--- src/rtl/adc_flash_seq_pkg.sv ---
// Shared types and constants for the flash ADC conversion sequencer.
package adc_flash_seq_pkg;

   localparam int unsigned CODE_W = 3;

   typedef enum logic [2:0] {
      IDLE    = 3'd0,
      SAMPLE  = 3'd1,
      CONVERT = 3'd2,
      CAPTURE = 3'd3,
      WAIT    = 3'd4
   } state_t;

   // Burst sum width: one code plus headroom for 2^max_avg_log2 samples.
   function automatic int unsigned acc_width(input int unsigned max_avg_log2);
      return CODE_W + max_avg_log2;
   endfunction

   function automatic int unsigned avg_sel_width(input int unsigned max_avg_log2);
      return (max_avg_log2 == 0) ? 1 : $clog2(max_avg_log2 + 1);
   endfunction

endpackage

--- src/rtl/adc_flash_seq_if.sv ---
// Result handshake between the sequencer and the host register interface.
interface adc_flash_seq_if
   import adc_flash_seq_pkg::*;
#(
   parameter int unsigned MAX_AVG_LOG2 = 3
);
   localparam int unsigned SUM_W = acc_width(MAX_AVG_LOG2);

   logic [CODE_W-1:0] out_code;
   logic [SUM_W-1:0]  out_sum;
   logic              out_valid;
   logic              out_ready;

   modport master (output out_code, output out_sum, output out_valid, input out_ready);
   modport slave  (input out_code, input out_sum, input out_valid, output out_ready);
endinterface

--- src/rtl/adc_result_reg.sv ---
// Valid/ready result register; flags results overwritten before the host took them.
module adc_result_reg
   import adc_flash_seq_pkg::*;
#(
   parameter int unsigned MAX_AVG_LOG2 = 3
) (
   input  logic                                clk,
   input  logic                                rst_n,
   input  logic                                pub,
   input  logic [CODE_W-1:0]                   pub_code,
   input  logic [acc_width(MAX_AVG_LOG2)-1:0]  pub_sum,
   input  logic                                clr_flags,
   output logic                                overrun,
   adc_flash_seq_if.master                     res
);

   // A publish overwrites; it is an overrun only if the old result is not being accepted.
   always_ff @(posedge clk or negedge rst_n) begin
      if (!rst_n) begin
         res.out_code  <= '0;
         res.out_sum   <= '0;
         res.out_valid <= 1'b0;
         overrun       <= 1'b0;
      end else begin
         if (pub) begin
            res.out_code  <= pub_code;
            res.out_sum   <= pub_sum;
            res.out_valid <= 1'b1;
         end else if (res.out_valid && res.out_ready) begin
            res.out_valid <= 1'b0;
         end

         if (pub && res.out_valid && !res.out_ready) begin
            overrun <= 1'b1;
         end else if (clr_flags) begin
            overrun <= 1'b0;
         end
      end
   end

endmodule

--- src/rtl/adc_flash_seq.sv ---
// Conversion sequencer for the 3-bit flash ADC: sample/convert/capture,
// pair consistency check, 2^n averaging, single-shot or periodic bursts.
module adc_flash_seq
   import adc_flash_seq_pkg::*;
#(
   parameter int unsigned SAMP_CYC     = 2,
   parameter int unsigned TIMEOUT_CYC  = 16,
   parameter int unsigned MAX_AVG_LOG2 = 3,
   parameter int unsigned PERIOD_W     = 16
) (
   input  logic                                     clk,
   input  logic                                     rst_n,
   input  logic                                     enable,
   input  logic                                     start,
   input  logic                                     continuous,
   input  logic [PERIOD_W-1:0]                      period,
   input  logic [avg_sel_width(MAX_AVG_LOG2)-1:0]   avg_log2,
   input  logic                                     clr_flags,
   output logic                                     adc_samp,
   input  logic                                     adc_eoc,
   input  logic [CODE_W-1:0]                        adc_b,
   input  logic [CODE_W-1:0]                        adc_bn,
   output logic                                     busy,
   output logic                                     mismatch,
   output logic                                     overrun,
   output logic                                     timeout,
   adc_flash_seq_if.master                          res
);

   localparam int unsigned ACC_W = acc_width(MAX_AVG_LOG2);
   localparam int unsigned AVG_W = avg_sel_width(MAX_AVG_LOG2);
   localparam int unsigned CNT_W = MAX_AVG_LOG2 + 1;
   localparam int unsigned TMO_W = $clog2(TIMEOUT_CYC);
   localparam int unsigned SMP_W = 8;

   localparam logic [SMP_W-1:0] SAMP_LAST = SMP_W'(SAMP_CYC - 1);
   localparam logic [TMO_W-1:0] TMO_LAST  = TMO_W'(TIMEOUT_CYC - 1);

   state_t              state;
   logic [SMP_W-1:0]    samp_cnt;
   logic [TMO_W-1:0]    tmo_cnt;
   logic [CNT_W-1:0]    smp_cnt;
   logic [ACC_W-1:0]    acc;
   logic [PERIOD_W-1:0] per_cnt;
   logic [AVG_W-1:0]    avg_sel;
   logic [CODE_W-1:0]   cap_b;
   logic [CODE_W-1:0]   cap_bn;

   logic [ACC_W-1:0]    acc_sum_c;
   logic [CNT_W-1:0]    cnt_inc_c;
   logic                last_c;
   logic [CODE_W-1:0]   code_c;
   logic                pub_c;
   logic                mis_set_c;
   logic                tmo_set_c;
   logic [PERIOD_W-1:0] per_load_c;
   logic [AVG_W-1:0]    avg_clamp_c;
   logic                rearm_c;

   // Capture-cycle arithmetic and flag set conditions.
   always_comb begin
      acc_sum_c   = acc + ACC_W'(cap_b);
      cnt_inc_c   = smp_cnt + CNT_W'(1);
      last_c      = (cnt_inc_c == (CNT_W'(1) << avg_sel));
      code_c      = CODE_W'(acc_sum_c >> avg_sel);
      pub_c       = enable && (state == CAPTURE) && last_c;
      mis_set_c   = enable && (state == CAPTURE) && (cap_b != cap_bn);
      tmo_set_c   = enable && (state == CONVERT) && !adc_eoc && (tmo_cnt == TMO_LAST);
      per_load_c  = (period == '0) ? '0 : period - PERIOD_W'(1);
      avg_clamp_c = (32'(avg_log2) > MAX_AVG_LOG2) ? AVG_W'(MAX_AVG_LOG2) : avg_log2;
      rearm_c     = (per_cnt == '0);
   end

   // Sequencer FSM with registered adc_samp/busy; a burst start reloads the period counter.
   always_ff @(posedge clk or negedge rst_n) begin
      if (!rst_n) begin
         state    <= IDLE;
         samp_cnt <= '0;
         tmo_cnt  <= '0;
         smp_cnt  <= '0;
         acc      <= '0;
         per_cnt  <= '0;
         avg_sel  <= '0;
         cap_b    <= '0;
         cap_bn   <= '0;
         adc_samp <= 1'b0;
         busy     <= 1'b0;
         mismatch <= 1'b0;
         timeout  <= 1'b0;
      end else begin
         if (per_cnt != '0) begin
            per_cnt <= per_cnt - PERIOD_W'(1);
         end

         if (mis_set_c) begin
            mismatch <= 1'b1;
         end else if (clr_flags) begin
            mismatch <= 1'b0;
         end

         if (tmo_set_c) begin
            timeout <= 1'b1;
         end else if (clr_flags) begin
            timeout <= 1'b0;
         end

         if (!enable) begin
            state    <= IDLE;
            adc_samp <= 1'b0;
            busy     <= 1'b0;
         end else begin
            case (state)
               IDLE: begin
                  if (start) begin
                     state    <= SAMPLE;
                     adc_samp <= 1'b1;
                     busy     <= 1'b1;
                     acc      <= '0;
                     smp_cnt  <= '0;
                     samp_cnt <= '0;
                     per_cnt  <= per_load_c;
                     avg_sel  <= avg_clamp_c;
                  end
               end

               SAMPLE: begin
                  if (samp_cnt == SAMP_LAST) begin
                     state    <= CONVERT;
                     adc_samp <= 1'b0;
                     tmo_cnt  <= '0;
                  end else begin
                     samp_cnt <= samp_cnt + SMP_W'(1);
                  end
               end

               CONVERT: begin
                  if (adc_eoc) begin
                     state  <= CAPTURE;
                     cap_b  <= adc_b;
                     cap_bn <= adc_bn;
                  end else if (tmo_cnt == TMO_LAST) begin
                     state <= IDLE;
                     busy  <= 1'b0;
                  end else begin
                     tmo_cnt <= tmo_cnt + TMO_W'(1);
                  end
               end

               CAPTURE: begin
                  acc     <= acc_sum_c;
                  smp_cnt <= cnt_inc_c;
                  if (!last_c) begin
                     state    <= SAMPLE;
                     adc_samp <= 1'b1;
                     samp_cnt <= '0;
                  end else if (!continuous) begin
                     state <= IDLE;
                     busy  <= 1'b0;
                  end else if (rearm_c) begin
                     // Burst outlasted the period: restart without a WAIT cycle.
                     state    <= SAMPLE;
                     adc_samp <= 1'b1;
                     acc      <= '0;
                     smp_cnt  <= '0;
                     samp_cnt <= '0;
                     per_cnt  <= per_load_c;
                  end else begin
                     state <= WAIT;
                  end
               end

               WAIT: begin
                  if (!continuous) begin
                     state <= IDLE;
                     busy  <= 1'b0;
                  end else if (rearm_c) begin
                     state    <= SAMPLE;
                     adc_samp <= 1'b1;
                     acc      <= '0;
                     smp_cnt  <= '0;
                     samp_cnt <= '0;
                     per_cnt  <= per_load_c;
                  end
               end

               default: begin
                  state    <= IDLE;
                  adc_samp <= 1'b0;
                  busy     <= 1'b0;
               end
            endcase
         end
      end
   end

   adc_result_reg #(
      .MAX_AVG_LOG2 (MAX_AVG_LOG2)
   ) u_result_reg (
      .clk       (clk),
      .rst_n     (rst_n),
      .pub       (pub_c),
      .pub_code  (code_c),
      .pub_sum   (acc_sum_c),
      .clr_flags (clr_flags),
      .overrun   (overrun),
      .res       (res)
   );

endmodule

--- src/flat_wrapper.sv ---
// flat-port wrapper written by rule: the top's interface ports become plain ports
module adc_flash_seq_flat import adc_flash_seq_pkg::*;
#(
   parameter int unsigned SAMP_CYC     = 2,
   parameter int unsigned TIMEOUT_CYC  = 16,
   parameter int unsigned MAX_AVG_LOG2 = 3,
   parameter int unsigned PERIOD_W     = 16
)
  (clk, rst_n, enable, start, continuous, period, avg_log2, clr_flags, adc_samp, adc_eoc, adc_b, adc_bn, busy, mismatch, overrun, timeout, res_out_code, res_out_sum, res_out_valid, res_out_ready);
  adc_flash_seq_if #(.MAX_AVG_LOG2(MAX_AVG_LOG2)) res_i ();
  input  logic clk;
  input  logic rst_n;
  input  logic enable;
  input  logic start;
  input  logic continuous;
  input  logic [PERIOD_W-1:0] period;
  input  logic [avg_sel_width(MAX_AVG_LOG2)-1:0] avg_log2;
  input  logic clr_flags;
  output logic adc_samp;
  input  logic adc_eoc;
  input  logic [CODE_W-1:0] adc_b;
  input  logic [CODE_W-1:0] adc_bn;
  output logic busy;
  output logic mismatch;
  output logic overrun;
  output logic timeout;
  output wire logic [$bits(res_i.out_code)-1:0] res_out_code;
  output wire logic [$bits(res_i.out_sum)-1:0] res_out_sum;
  output wire logic [$bits(res_i.out_valid)-1:0] res_out_valid;
  input wire logic [$bits(res_i.out_ready)-1:0] res_out_ready;
  assign res_out_code = res_i.out_code;
  assign res_out_sum = res_i.out_sum;
  assign res_out_valid = res_i.out_valid;
  assign res_i.out_ready = res_out_ready;
  adc_flash_seq #(.SAMP_CYC(SAMP_CYC), .TIMEOUT_CYC(TIMEOUT_CYC), .MAX_AVG_LOG2(MAX_AVG_LOG2), .PERIOD_W(PERIOD_W)) u_core (.clk(clk), .rst_n(rst_n), .enable(enable), .start(start), .continuous(continuous), .period(period), .avg_log2(avg_log2), .clr_flags(clr_flags), .adc_samp(adc_samp), .adc_eoc(adc_eoc), .adc_b(adc_b), .adc_bn(adc_bn), .busy(busy), .mismatch(mismatch), .overrun(overrun), .timeout(timeout), .res(res_i));
endmodule
--- config.mk ---
export PLATFORM = sky130hd
export DESIGN_NAME = adc_flash_seq_flat
export DESIGN_NICKNAME = d
export VERILOG_FILES = /design/src/rtl/adc_flash_seq_pkg.sv /design/src/rtl/adc_flash_seq_if.sv /design/src/rtl/adc_result_reg.sv /design/src/rtl/adc_flash_seq.sv /design/src/flat_wrapper.sv
export SDC_FILE = /design/constraint.sdc
export NUM_CORES = 1
export LEC_CHECK = 0
export BUFFER_PORTS_ARGS = -buffer_cell sky130_fd_sc_hd__buf_2
export CAP_MARGIN = 5
export CORE_MARGIN = 4
export CORE_UTILIZATION = 50
export DETAILED_ROUTE_END_ITERATION = 12
export PLACE_DENSITY = 0.69
export SLEW_MARGIN = 10
export SYNTH_ARGS = -nofsm -noshare
export SYNTH_HDL_FRONTEND = slang
export SYNTH_SLANG_ARGS = --single-unit
--- constraint.sdc ---
create_clock -name clk -period 4.1 [get_ports clk]
set_input_delay 0.41 -clock clk [delete_from_list [all_inputs] [get_ports clk]]
set_output_delay 0.41 -clock clk [all_outputs]
set_load 0.02 [all_outputs]
## Word-level counts from Yosys, hierarchy flattened

Index checks and enable logic that the tools add are counted.

| storage, ports and cells | value |
|---|---|
| bits in registers | 64 |
| bits of input ports | 32 |

| operators by class | value |
|---|---|
| add/sub/neg operators | 6 |
| reduce and logical (&&, ||, !) cells | 30 |
| equal/unequal tests | 24 |
| muxes and demuxes | 62 |
| shift operators | 2 |

Operators by type and width:

| kind | count |
|---|---|
| $mux 16 | 7 |
| $pmux 16 s3 | 1 |
| $mux 8 | 5 |
| $mux 4 | 9 |
| $mux 6 | 6 |
| $logic_not 16->1 | 2 |
| $pmux 8 s4 | 1 |
| $sub 16x1->16 const B | 2 |
| $mux 3 | 10 |
| $pmux 6 s3 | 1 |
| $mux 1 | 17 |
| $reduce_bool 16->1 | 1 |
| $pmux 3 s5 | 1 |
| $reduce_and 5->1 | 3 |
| $ne 2x2->1 const B | 7 |
| $pmux 4 s3 | 1 |
| $pmux 1 s5 | 2 |
| $reduce_bool 2->1 | 5 |
| $logic_and 1x1->1 | 9 |
| $ne 3x3->1 const B | 3 |
| $reduce_and 3->1 | 3 |
| $add 4x1->4 const B | 2 |
| $add 8x1->8 const B | 1 |
| $eq 8x1->1 const B | 1 |
| 19 further kinds | 24 |

## Longest topological paths before layout

| depth | value |
|---|---|
| depth in word-level cells | 7 |
| depth in mapped cells | 9 |

## Hierarchy

Synthesis repeated with hierarchy kept, for this count alone.

| second synthesis, totals | value |
|---|---|
| cells, all modules | 414 |
| area total of the unflattened synthesis | 3992.6 µm² |

Modules (own cells, without submodules):

| module | instances | cells an instance | sequential area each (µm²) | area an instance (µm²) |
|---|---|---|---|---|
| adc_flash_seq | 1 | 389 | 1326.3 | 3547.2 |
| adc_result_reg | 1 | 25 | 275.3 | 445.4 |

## Least setup slack after synthesis

No wires, ideal clock.

| path | value |
|---|---|
| path type | register to register |
| start point | register u_core.smp_cnt[0] |
| end point | register u_core.u_result_reg.res.out_code[0] |
| setup slack | 1.771 ns |
| cell stages (with the launch flop) | 8 |
| path buffers | 1 |
| arrival | 2.205 ns |
| path through | dfrtp_1 -> ha_1 -> or4_1 -> nand3_1 -> o211a_1 -> and3_1 -> buf_2 -> mux2_2 |

| between the ends | value |
|---|---|
| longest elaborated chain between the ends | 3 |

Ends and longest elaborated chain:

| what | RTL line | text |
|---|---|---|
| start: declaration | adc_flash_seq.sv:42 | `logic [CNT_W-1:0] smp_cnt;` |
| start signal: assignment | adc_flash_seq.sv:151 | `smp_cnt <= cnt_inc_c;` |
| $add 4x1->4 | adc_flash_seq.sv:63 | `cnt_inc_c = smp_cnt + CNT_W'(1);` |
| $eq 4x4->1 | adc_flash_seq.sv:64 | `last_c = (cnt_inc_c == (CNT_W'(1) << avg_sel));` |
| $logic_and 1x1->1 | adc_flash_seq.sv:66 | `pub_c = enable && (state == CAPTURE) && last_c;` |
| end signal: assignment | adc_result_reg.sv:26 | `res.out_code <= pub_code;` |
| end: declaration | adc_flash_seq_if.sv:14 | `modport master (output out_code, output out_sum, output out_valid, input out_ready);` |

Every way passes these cells.
A chain may end at the register's enable or synchronous reset.

## Worst setup path in the final report

| path | value |
|---|---|
| start point | register u_core.per_cnt[0] |
| end point | register u_core.per_cnt[8] |

| between the ends | value |
|---|---|
| longest elaborated chain between the ends | 7 |

Ends and longest elaborated chain:

| what | RTL line | text |
|---|---|---|
| start: declaration | adc_flash_seq.sv:44 | `logic [PERIOD_W-1:0] per_cnt;` |
| start signal: assignment | adc_flash_seq.sv:92 | `per_cnt <= per_cnt - PERIOD_W'(1);` |
| start signal: assignment | adc_flash_seq.sv:121 | `per_cnt <= per_load_c;` |
| start signal: assignment | adc_flash_seq.sv:166 | `per_cnt <= per_load_c;` |
| $sub 16x1->16 / $reduce_bool 16->1 (equally long branches) | adc_flash_seq.sv:92, adc_flash_seq.sv:91 |  |
| $mux 16 | adc_flash_seq.sv:91 | `if (per_cnt != '0) begin` |
| $mux 16 | adc_flash_seq.sv:159, adc_flash_seq.sv:176 |  |
| $mux 16 | adc_flash_seq.sv:156 | `end else if (!continuous) begin` |
| $mux 16 | adc_flash_seq.sv:152 | `if (!last_c) begin` |
| $pmux 16 s3 | adc_flash_seq.sv:112 | `case (state)` |
| $mux 16 * | adc_flash_seq.sv:107 | `if (!enable) begin` |

Mark *: on every way between the ends. The rest lies on a longest branch, timed or not.

==> flow_summary.toml <==
[die]
die_h_um = 97.1
io_pins = 47
rows = 32
die_area_sq_um = 9430
start_util_pct = 51.4
die_w_um = 97.1
core_sq_um = 7730

[synth]
syn_area_sq_um = 3970
synthTopCellsByArea = "dfrtp_1 (40%), mux2_2 (4.5%), xnor2_1 (4.4%), nand2_1 (3.2%), nor2_1 (2.9%)"
yosysWarningCount = 0
syn_inst = 403
netlist-cell-type-count = 66
synth_top_area_cell = "dfrtp_1"
syn_nets = 445
synth_edf_count = 0
synth_top_area_share_pct = 40.3
ys_seq_area_share_pct = 40.3
synth_seq_cells = 64
avgSynthCellArea_sq_um = 9.85
async_flop_share_pct = 100
synth-main-ff-cell = "dfrtp_1"

[hold_path]
hp-class = "in2async"

[clock_network]
cts_buffers = 9
hold_buffers = 0
cts.sinks = 64
path_clk_slew_ns = 0.07
cts_resized = 0
cts_tree = "built"
clk_path_buf_depth = 2
clockRootBuffer = "clkbuf_8"
clk_latency_ns = 0.35
cts_setup_buffers = 0
htreeDepth = 3

[final_layout]
n_fill_cell = 680
final_nets = 491
syn_to_final_growth_pct = 13.6
final_cell_area_sq_um = 4510
antennaDiodeCount = 0
drive_gt1_share_pct = 21.9

[worst_setup_path]
cp-end-kind = "flop"
path_class = "reg2reg"
cp.required_ns = 4.32
r2r-end = "u_core.per_cnt[8]"
r2r_slack_ns = 1.12
worstPathArrival_ns = 3.20
crit_path_start_kind = "flop"
timing.rr.start = "u_core.per_cnt[0]"
cp_max_fo = 12
rr_worst_depth = 7

[power]
ir_worst_vdd_mv = 0.225
switching_share_pct = 34.8
power.internal_mw = 1.50
p_switching_uw = 798
share_comb_of_total_power_pct = 31.2
pwr-share-seq_pct = 40.4
p_leak_nw = 2.04
power_density_nw_per_um2 = 509
clkPwrFrac_pct = 28.4

[route]
wl_mm = 8.98
final_antenna_net_count = 0
routedWlPerCell_um = 16.2
drc_errors = 0
avgViaCountPerCell = 5.95
drtPass1Iterations = 4
drt_iter0_drc = 146
vias = 3301

[sta]
skew_ns = 0.00941
hold_viol_final = 0
period_needed_ns = 2.98
max_freq_mhz = 336
maxSlewViolCount = 0
fin_setup_tns_ns = 0
max_slew.worst_pin.slew_ns = 0.961
fin_hold_ws_ns = 0.194
max-slew-margin-rel_pct = 35.7
setup_viol = 0
rsz0062_at_grt = "no"
post-route-period-util_pct = 72.6

[global_routing]
grt_usage_pct = 19.6
grt_overflow = 0
grt_antenna_before_repair = 0
grt_pass1_vias = 3221
grt_max_degree = 41
grt_pass1_wl_mm = 15.3

[placement]
dpl.hpwl_mm = 6.67
gp_congestion = 0.854
dpl_cell_area_sq_um = 4280
port_buffers = 46

[status]
status = "finished clean"

[flow_run]
drv_cap = 0
==> state kept, by name (all words and copies together) (netlist names), 2 cells and up <==
signal,flops
u_core.per_cnt,16
u_core.samp_cnt,8
u_core.acc,6
u_core.u_result_reg.res.out_sum,6
u_core.smp_cnt,4
u_core.tmo_cnt,4
u_core.cap_b,3
u_core.cap_bn,3
u_core.state,3
u_core.u_result_reg.res.out_code,3
u_core.avg_sel,2
==> worst max-delay path, cell delays in order, from the launching register on <==
cell and delay [ns]:
dfrtp_1 0.40, inv_1 0.08, ha_1 0.20, nor4b_1 0.45, nand4b_4 0.27, or2_0 0.47
a211oi_4 0.61, mux2_1 0.38
==> placed cells by master (no fill, tap or decap), types with 3 or more instances in the layout <==
cell and instances:
nor2_1 31, nand2_1 34, nand4b_1 3, a22o_1 9, buf_2 46, o21ai_0 21
or2_2 3, o22ai_1 14, o211ai_1 7, xnor2_1 20, nand2b_1 4, inv_1 15
xor2_1 12, a32o_1 3, ha_1 9, mux2_2 16, a21oi_1 11, dfrtp_1 64
nor2b_1 5, nand3b_1 6, a31oi_1 4, bufinv_16 3, nor4_1 6, mux2i_1 7
o31ai_1 3, nand3_1 11, or4_1 4, a21o_1 5, a211oi_1 5, mux4_2 3
nor3_1 9, and3_1 3, clkbuf_8 9
==> cell type report <==
cell class	instances	area [sq um]	share of cell area (%)
Sequential cell	64	1600	35.5
Inverter	15	56.3	1.25
Timing Repair Buffer	47	238	5.27
Multi-Input combinational cell	312	2250	50.0
Clock buffer	9	124	2.75
Clock inverter	6	109	2.41
Tap cell	102	128	2.83
==> synth_stat cells (all sizes together) (5+ instances only) <==
| cell type | count |
|---|---|
| xnor2 | 20 |
| mux2i | 7 |
| nor4 | 9 |
| a21oi | 11 |
| mux2 | 17 |
| a211oi | 7 |
| dfrtp | 64 |
| o211ai | 7 |
| nand2 | 34 |
| nand3b | 6 |
| nand3 | 11 |
| nor3 | 10 |
| or4 | 5 |
| o21ai | 25 |
| o22ai | 14 |
| buf | 6 |
| a21o | 5 |
| clkbuf | 6 |
| nor2 | 33 |
| a22o | 9 |
| nor2b | 5 |
| xor2 | 12 |
| inv | 15 |
| ha | 9 |
==> power by group through the flow <==
stage                     Clock [mW]  Sequential [mW]  Combinational [mW]
after floorplan                    0            0.895               0.567
after global placement             0            0.930               0.696
after detailed placement           0            0.938               0.715
after CTS                      0.666            0.926               0.720
after global routing           0.695            0.951               0.805
final                          0.652            0.927               0.718
==> worst max path at each step <==
stage                            startpoint                                   to  slack, ns  cells after the start
after floorplan           u_core.smp_cnt[0]  u_core.u_result_reg.res.out_code[0]       1.77                      7
after global placement    u_core.per_cnt[0]                    u_core.per_cnt[8]       1.28                      7
after detailed placement  u_core.per_cnt[0]                    u_core.per_cnt[8]       1.14                      7
after CTS                 u_core.per_cnt[0]                    u_core.per_cnt[8]       1.12                      7
after global routing      u_core.per_cnt[0]                    u_core.per_cnt[8]       0.98                      7
final                     u_core.per_cnt[0]                    u_core.per_cnt[8]       1.12                      7
==> cell families (layout without fill, tap and decap cells) <==
| logic type | after synthesis | in the layout | share of synthesized area (%) |
|---|---|---|---|
| AOI/OAI and AO/OA | 99 | 99 | 17.3 |
| xor gates and xnor gates | 32 | 32 | 7.06 |
| buffers and inverters | 27 | 77 | 2.87 |
| adders and majority gates | 10 | 10 | 3.34 |
| DFF | 64 | 64 | 40.3 |
| muxes | 27 | 27 | 8.29 |
| and+or+nand+nor | 144 | 144 | 20.8 |
==> layer usage <==
layer,GRT usage [%],vias up,part of all wire (%)
met5,0,-,0
met4,7.56,0,1.7
met3,3.52,11,3.6
met2,31.6,63,49
met1,26.4,1639,46
li1,-,1588,-
==> stage by stage <==
stage,utilization [%],cells,power (mW),setup slack (ns)
after floorplan,-,403,1.46,1.77
after global placement,55.4,540,1.63,1.28
after detailed placement,55.4,540,1.65,1.14
after CTS,58.4,555,2.31,1.12
after global routing,58.4,555,2.45,0.978
final,58.4,555,2.30,1.12
(Power assumes the default switching activity.)
